`config.mk`:
```
export PLATFORM = sky130hd
export DESIGN_NAME = i2c_wb_bridge
export DESIGN_NICKNAME = d
export VERILOG_FILES = /design/src/rtl/i2c_wb_pkg.sv /design/src/rtl/i2c_sync_fifo.sv /design/src/rtl/i2c_wb_bridge.sv
export SDC_FILE = /design/constraint.sdc
export NUM_CORES = 1
export LEC_CHECK = 0
export BUFFER_PORTS_ARGS = -buffer_cell sky130_fd_sc_hd__buf_2
export CORE_MARGIN = 8
export CORE_UTILIZATION = 61
export CTS_CLUSTER_DIAMETER = 40
export CTS_CLUSTER_SIZE = 12
export DETAILED_ROUTE_END_ITERATION = 10
export PLACE_DENSITY_LB_ADDON = 0.2
export SLEW_MARGIN = 30
export SYNTH_ARGS = -nofsm -noshare
export SYNTH_HDL_FRONTEND = slang
export SYNTH_SLANG_ARGS = --single-unit
export TNS_END_PERCENT = 50
```
`constraint.sdc`:
```
create_clock -name clk -period 5.4 [get_ports clk]
set_input_delay 0.27 -clock clk [delete_from_list [all_inputs] [get_ports clk]]
set_output_delay 0.27 -clock clk [all_outputs]
set_load 0.01 [all_outputs]
```
`src/rtl/i2c_wb_pkg.sv`:
```
// rtl/i2c_wb_pkg.sv - register map and bit positions for the I2C Wishbone bridge
package i2c_wb_pkg;

  localparam logic [2:0] REG_RXDATA = 3'd0;
  localparam logic [2:0] REG_TXDATA = 3'd1;
  localparam logic [2:0] REG_STATUS = 3'd2;
  localparam logic [2:0] REG_CTRL   = 3'd3;

  // Event bits live at STATUS[13:8] and CTRL[13:8] in this order
  localparam int ST_LSB   = 8;
  localparam int EV_W     = 6;
  localparam int EV_WSTOP = 0;
  localparam int EV_RSTOP = 1;
  localparam int EV_RERR  = 2;
  localparam int EV_RXOVF = 3;
  localparam int EV_RXUND = 4;
  localparam int EV_TXOVF = 5;

  localparam int CTRL_RXFLUSH = 16;
  localparam int CTRL_TXFLUSH = 17;

  localparam logic [6:0] DEF_RESET_ADDR = 7'h10;

  typedef logic [EV_W-1:0] ev_t;

endpackage

```
`src/rtl/i2c_sync_fifo.sv`:
```
// rtl/i2c_sync_fifo.sv - first-word-fall-through synchronous FIFO with flush and count
module i2c_sync_fifo #(
  parameter int AW = 4,
  parameter int DW = 32
) (
  input  logic          clk,
  input  logic          rst,
  input  logic          flush,
  input  logic          push,
  input  logic [DW-1:0] din,
  input  logic          pop,
  output logic [DW-1:0] dout,
  output logic          full,
  output logic          empty,
  output logic [AW:0]   count
);

  logic [DW-1:0] r_mem [2**AW];
  logic [AW-1:0] r_wptr;
  logic [AW-1:0] r_rptr;
  logic [AW:0]   r_count;
  logic          w_do_push;
  logic          w_do_pop;

  assign full      = r_count[AW];
  assign empty     = (r_count == '0);
  assign count     = r_count;
  assign dout      = empty ? '0 : r_mem[r_rptr];
  assign w_do_push = push & ~full;
  assign w_do_pop  = pop & ~empty;

  always_ff @(posedge clk) begin
    if (w_do_push) r_mem[r_wptr] <= din;
  end

  // Flush overrides any push/pop landing in the same cycle
  always_ff @(posedge clk or posedge rst) begin
    if (rst) begin
      r_wptr  <= '0;
      r_rptr  <= '0;
      r_count <= '0;
    end else if (flush) begin
      r_wptr  <= '0;
      r_rptr  <= '0;
      r_count <= '0;
    end else begin
      if (w_do_push) r_wptr <= r_wptr + AW'(1);
      if (w_do_pop)  r_rptr <= r_rptr + AW'(1);
      case ({w_do_push, w_do_pop})
        2'b10:   r_count <= r_count + (AW+1)'(1);
        2'b01:   r_count <= r_count - (AW+1)'(1);
        default: r_count <= r_count;
      endcase
    end
  end

endmodule

```
`src/rtl/i2c_wb_bridge.sv`:
```
// rtl/i2c_wb_bridge.sv - Wishbone slave front end with RX/TX FIFOs and sticky IRQ for the I2C PHY
module i2c_wb_bridge
  import i2c_wb_pkg::*;
#(
  parameter int         AW         = 4,
  parameter logic [6:0] RESET_ADDR = DEF_RESET_ADDR
) (
  input  logic        clk,
  input  logic        rst,
  input  logic [31:0] wb_adr_i,
  input  logic [31:0] wb_dat_i,
  input  logic [3:0]  wb_sel_i,
  input  logic        wb_we_i,
  input  logic        wb_cyc_i,
  input  logic        wb_stb_i,
  output logic [31:0] wb_dat_o,
  output logic        wb_ack_o,
  output logic        wb_err_o,
  output logic        wb_rty_o,
  output logic        irq,
  output logic [6:0]  phy_addr,
  input  logic        phy_wstop,
  input  logic        phy_rstop,
  input  logic        phy_rerr,
  output logic        phy_full,
  input  logic        phy_push,
  input  logic [31:0] phy_dout,
  output logic        phy_empty,
  input  logic        phy_pop,
  output logic [31:0] phy_din
);

  logic        r_ack;
  logic [31:0] r_dat;
  logic        r_irq;
  logic [6:0]  r_addr;
  ev_t         r_en;
  ev_t         r_sticky;

  logic        w_req;
  logic        w_rd;
  logic        w_wr;
  logic [2:0]  w_reg;
  logic        w_rx_pop;
  logic        w_tx_push;
  logic        w_ctrl_wr;
  logic        w_rx_flush;
  logic        w_tx_flush;
  logic [31:0] w_rx_dout;
  logic        w_rx_empty;
  logic        w_tx_full;
  logic [AW:0] w_rx_cnt;
  logic [AW:0] w_tx_cnt;
  ev_t         w_set;
  ev_t         w_clr;
  logic [31:0] w_status;
  logic [31:0] w_rdata;
  logic        w_unused_ok;

  assign w_unused_ok = ^{wb_sel_i, wb_adr_i[31:5], wb_adr_i[1:0]};

  // The request cycle is the one just before ack; all side effects commit on that edge
  assign w_req      = wb_cyc_i & wb_stb_i & ~r_ack;
  assign w_rd       = w_req & ~wb_we_i;
  assign w_wr       = w_req & wb_we_i;
  assign w_reg      = wb_adr_i[4:2];
  assign w_rx_pop   = w_rd & (w_reg == REG_RXDATA);
  assign w_tx_push  = w_wr & (w_reg == REG_TXDATA);
  assign w_ctrl_wr  = w_wr & (w_reg == REG_CTRL);
  assign w_rx_flush = w_ctrl_wr & wb_dat_i[CTRL_RXFLUSH];
  assign w_tx_flush = w_ctrl_wr & wb_dat_i[CTRL_TXFLUSH];
  assign w_clr      = (w_wr && (w_reg == REG_STATUS)) ? wb_dat_i[ST_LSB +: EV_W] : '0;

  i2c_sync_fifo #(.AW(AW), .DW(32)) u_rx_fifo (
    .clk   (clk),
    .rst   (rst),
    .flush (w_rx_flush),
    .push  (phy_push),
    .din   (phy_dout),
    .pop   (w_rx_pop),
    .dout  (w_rx_dout),
    .full  (phy_full),
    .empty (w_rx_empty),
    .count (w_rx_cnt)
  );

  i2c_sync_fifo #(.AW(AW), .DW(32)) u_tx_fifo (
    .clk   (clk),
    .rst   (rst),
    .flush (w_tx_flush),
    .push  (w_tx_push),
    .din   (wb_dat_i),
    .pop   (phy_pop),
    .dout  (phy_din),
    .full  (w_tx_full),
    .empty (phy_empty),
    .count (w_tx_cnt)
  );

  always_comb begin
    w_set           = '0;
    w_set[EV_WSTOP] = phy_wstop;
    w_set[EV_RSTOP] = phy_rstop;
    w_set[EV_RERR]  = phy_rerr;
    w_set[EV_RXOVF] = phy_push & phy_full;
    w_set[EV_RXUND] = w_rx_pop & w_rx_empty;
    w_set[EV_TXOVF] = w_tx_push & w_tx_full;
  end

  always_comb begin
    w_status                  = '0;
    w_status[AW:0]            = w_rx_cnt;
    w_status[AW+16:16]        = w_tx_cnt;
    w_status[ST_LSB +: EV_W]  = r_sticky;
  end

  always_comb begin
    w_rdata = '0;
    case (w_reg)
      REG_RXDATA: w_rdata = w_rx_dout;
      REG_STATUS: w_rdata = w_status;
      REG_CTRL: begin
        w_rdata[6:0]           = r_addr;
        w_rdata[ST_LSB +: EV_W] = r_en;
      end
      default: w_rdata = '0;
    endcase
  end

  always_ff @(posedge clk or posedge rst) begin
    if (rst) begin
      r_ack    <= 1'b0;
      r_dat    <= '0;
      r_irq    <= 1'b0;
      r_addr   <= RESET_ADDR;
      r_en     <= '0;
      r_sticky <= '0;
    end else begin
      r_ack    <= w_req;
      r_dat    <= w_rd ? w_rdata : '0;
      r_sticky <= (r_sticky & ~w_clr) | w_set;
      r_irq    <= |(r_sticky & r_en);
      if (w_ctrl_wr) begin
        r_addr <= wb_dat_i[6:0];
        r_en   <= wb_dat_i[ST_LSB +: EV_W];
      end
    end
  end

  assign wb_ack_o = r_ack;
  assign wb_dat_o = r_dat;
  assign wb_err_o = 1'b0;
  assign wb_rty_o = 1'b0;
  assign irq      = r_irq;
  assign phy_addr = r_addr;

endmodule

```
==> flow_summary.rst <==
.. list-table::
   :header-rows: 1

   * - Metric
     - Value
   * - Outcome
     - finished clean
   * - Final Critical Period
     - 3.81 ns
   * - Width of the chip
     - 281 um
   * - Sink count of the clock tree
     - 1103
   * - Effective utilization at floorplan
     - 61.3%
   * - Pin count of the biggest net entering global routing
     - 86
   * - Leakage
     - 16.5 nW
   * - Largest vdd supply drop
     - 343 uV
   * - Num CTS Buffers
     - 134
   * - Register area
     - 32800 um^2
   * - Required @ worst endpoint
     - 5.13 ns
   * - Ratio of total power to cell area
     - 471 nW/um^2
   * - Fraction of final layout cells sized beyond drive strength 1
     - 31.2%
   * - Max-capacitance violation count
     - 0
   * - Setup_tns
     - 0 ns
   * - Std-Cell Core Area
     - 69700 um^2
   * - Number of buffers on the longest clock path
     - 3
   * - Clock tree from TritonCTS
     - yes
   * - Synth-to-Final Area Change
     - 16.6%
   * - Number of synthesized flops with an enable pin
     - 1024
   * - Startpoint of the worst-slack reg-to-reg timing path
     - wb_ack_o$_DFF_PP0_
   * - Cell Area, Synth
     - 42700 um^2
   * - Remaining global-route overflow
     - 0
   * - Mapped Avg Cell Area
     - 22.0 um^2
   * - Main synth FF type
     - sky130_fd_sc_hd__edfxtp_1
   * - R2r setup slk
     - 1.65 ns
   * - # DRC
     - 0
   * - Critical path capture point
     - phy_din[17]
   * - Share of async-settable or async-resettable flops after synthesis
     - 7.16%
   * - Number of endpoints failing setup at the final stage
     - 0
   * - Number of DRC markers in iteration 0
     - 1856
   * - Area of the multi-input gates
     - 9500 um^2
   * - Count of synthesis-stage warnings from yosys
     - 0
   * - I/O pin count
     - 187
   * - Most common cell after layout, fill and taps aside
     - sky130_fd_sc_hd__edfxtp_1
   * - H-tree Lvls
     - 4
   * - Tcrit/Tclk final
     - 70.5%
   * - Commonest cells after routing, fill and taps aside
     - sky130_fd_sc_hd__edfxtp_1 (1024), sky130_fd_sc_hd__mux4_2 (256), sky130_fd_sc_hd__buf_2 (151)
   * - Routed WL per cell
     - 28.2 um
   * - Via density per instance
     - 6.30
   * - Register clock-pin slew on the reported worst setup and hold paths
     - 0.05 ns
   * - First-pass GRT wire length
     - 139000 um
   * - Via count
     - 20.7k
   * - Worst Tran Pin Value
     - 0.966 ns
   * - Crit end category
     - primary output
   * - Unrepaired setup endpoints after global routing
     - false
   * - Number of global-route vias before repair
     - 21.8k
   * - Number of slew-limit violations in the final report
     - 0
   * - Beginning of the critical path
     - u_tx_fifo.r_rptr[0]$_DFFE_PP0P_
   * - Latest clock arrival within the worst-skew pair
     - 0.72 ns
   * - Worst flop-to-flop path endpoint
     - u_tx_fifo.r_mem[8][19]$_DFFE_PP_
   * - Library cells used by synthesis
     - 59
   * - IO buf count
     - 151
   * - Final Hold Viols
     - 0
   * - Layout fillers
     - 4178
   * - Final design utilization
     - 71.5%
   * - Worst path arrival time
     - 3.54 ns
   * - Post-Route WL
     - 92900 um
   * - Worst clock skew on the final layout
     - 0.0217 ns
   * - Depth of the worst register-to-register path
     - 5
   * - Overall routing resource usage
     - 23.9%
   * - Worst-path maximum fanout
     - 41
   * - CP Launch Type
     - flip-flop
   * - Sequential fraction of the synthesis area
     - 76.7%
   * - Achievable frequency
     - 263 MHz
   * - # rows
     - 97
   * - Post-layout power
     - 23.5 mW
   * - Root buffer cell
     - sky130_fd_sc_hd__clkbuf_16
   * - Min-Delay Path Class
     - in2reg
   * - Post-synthesis instance total
     - 1944
   * - Chip height
     - 281 um
   * - Floorplan die area
     - 78700 um^2
   * - Post-layout nets
     - 2374
   * - Crit Path Class
     - reg2out
   * - Post-CTS setup buffers
     - 0
   * - Final antenna-violating net count
     - 0
   * - Relative slew margins
     - 35.5%
   * - Placer Congestion
     - 0.756
   * - Initial antenna violation count
     - 3
   * - Final HPWL from detailed placement
     - 50500 um
   * - Total of flip-flops plus latches after synthesis
     - 1103
   * - First-pass iteration count of the detailed router
     - 5
area by class of cell:
class	instances	share of cell area (%)
diodes	2	0.0101
clock buffers	160	6.97
clock inverters	78	1.62
multi-input cells	714	19.1
well taps	940	2.36
flip-flops and latches	1103	65.8
repair buffers	278	4.05
inverters	17	0.133
worst max-delay path: stages, from the launching register on:
cell,delay (ns)
sky130_fd_sc_hd__dfrtp_4,0.96
sky130_fd_sc_hd__buf_4,0.56
sky130_fd_sc_hd__mux4_2,0.58
sky130_fd_sc_hd__mux2i_1,0.27
sky130_fd_sc_hd__o22ai_1,0.22
sky130_fd_sc_hd__buf_2,0.21
routing by layer:
metal  vias to the layer above  wire length, um  track usage [%]
met5                         -               10                0
met4                         2             2090             7.53
met3                       139             5980             4.77
met2                       757            48300             40.2
met1                     11100            36500             31.7
li1                       8749                -                -
how the worst min path moves through the flow:
stage / slack [ns] / to / depth (start not counted) / start
after floorplan: 0.36 / r_sticky[0]$_DFF_PP0_ / 1 / phy_wstop
after global placement: 0.19 / wb_dat_o[27]$_DFF_PP0_ / 2 / rst
after detailed placement: 0.20 / wb_dat_o[28]$_DFF_PP0_ / 2 / rst
after CTS: 0.08 / wb_dat_o[6]$_DFF_PP0_ / 3 / wb_adr_i[2]
after global routing: 0.1 / wb_dat_o[6]$_DFF_PP0_ / 3 / wb_adr_i[2]
final: 0.13 / wb_dat_o[6]$_DFF_PP0_ / 3 / wb_adr_i[2]
per-stage QoR:
step	area, um^2	setup slack, ns	instances	hold slack [ns]
after floorplan	42700	0.419	1945	0.362
after global placement	44600	1.97	2971	0.186
after detailed placement	44700	1.67	2973	0.196
after CTS	49800	1.39	3289	0.0797
after global routing	49800	1.31	3290	0.0969
final	49800	1.59	3292	0.130
registers in the layout, summed over array words and instances (netlist names), 5 cells and up:
signal and flops:
u_rx_fifo.count 5, r_sticky 6, u_tx_fifo.count 5, phy_addr 7, u_tx_fifo.r_mem 512, r_en 6, wb_dat_o 32, u_rx_fifo.r_mem 512
cells by family after synthesis:
family                     count (synthesis)  share of synthesized area, %
adders and majority gates                 16                         0.469
buffers and inverters                    128                          1.45
DFF                                     1103                          76.7
muxes                                    399                          16.9
other                                      1                       0.00878
AOI/OAI and AO/OA                        143                          2.36
and+or+nand+nor                          139                          1.84
xor gates and xnor gates                  15                         0.308
power by group:
group	switching, mW	internal [mW]
combinational	2.32	2.27
sequential	0.554	9.77
clock	3.47	5.08
total	6.34	17.1
cells in the mapped netlist, drive strengths merged, types with 4 or more instances:
cell	number	area (um^2)
nor4	6	37.5
nor2	22	82.6
o211ai	4	35.0
o21ai	14	70.1
a21o	10	75.1
and2	25	156
a211oi	28	210
clkbuf	41	154
mux4	256	5770
mux2i	120	1200
o221ai	9	78.8
buf	70	400
edfxtp	1024	30700
ha	16	200
mux2	23	259
xor2	12	105
inv	17	63.8
or3	8	55.1
nor2b	17	106
nand3	7	35.0
nand2	26	97.6
o21bai	4	30.0
a22oi	5	37.5
nor3	7	35.0
a21oi	15	75.1
o22ai	40	250
dfrtp	78	1950
what timing repair did:
action,4_1_cts,5_1_grt
hold buffers,78,0
gates resized for setup,0,0
hold endpoints to repair,1044,0
Note: power is estimated with default switching activity, not from simulation.
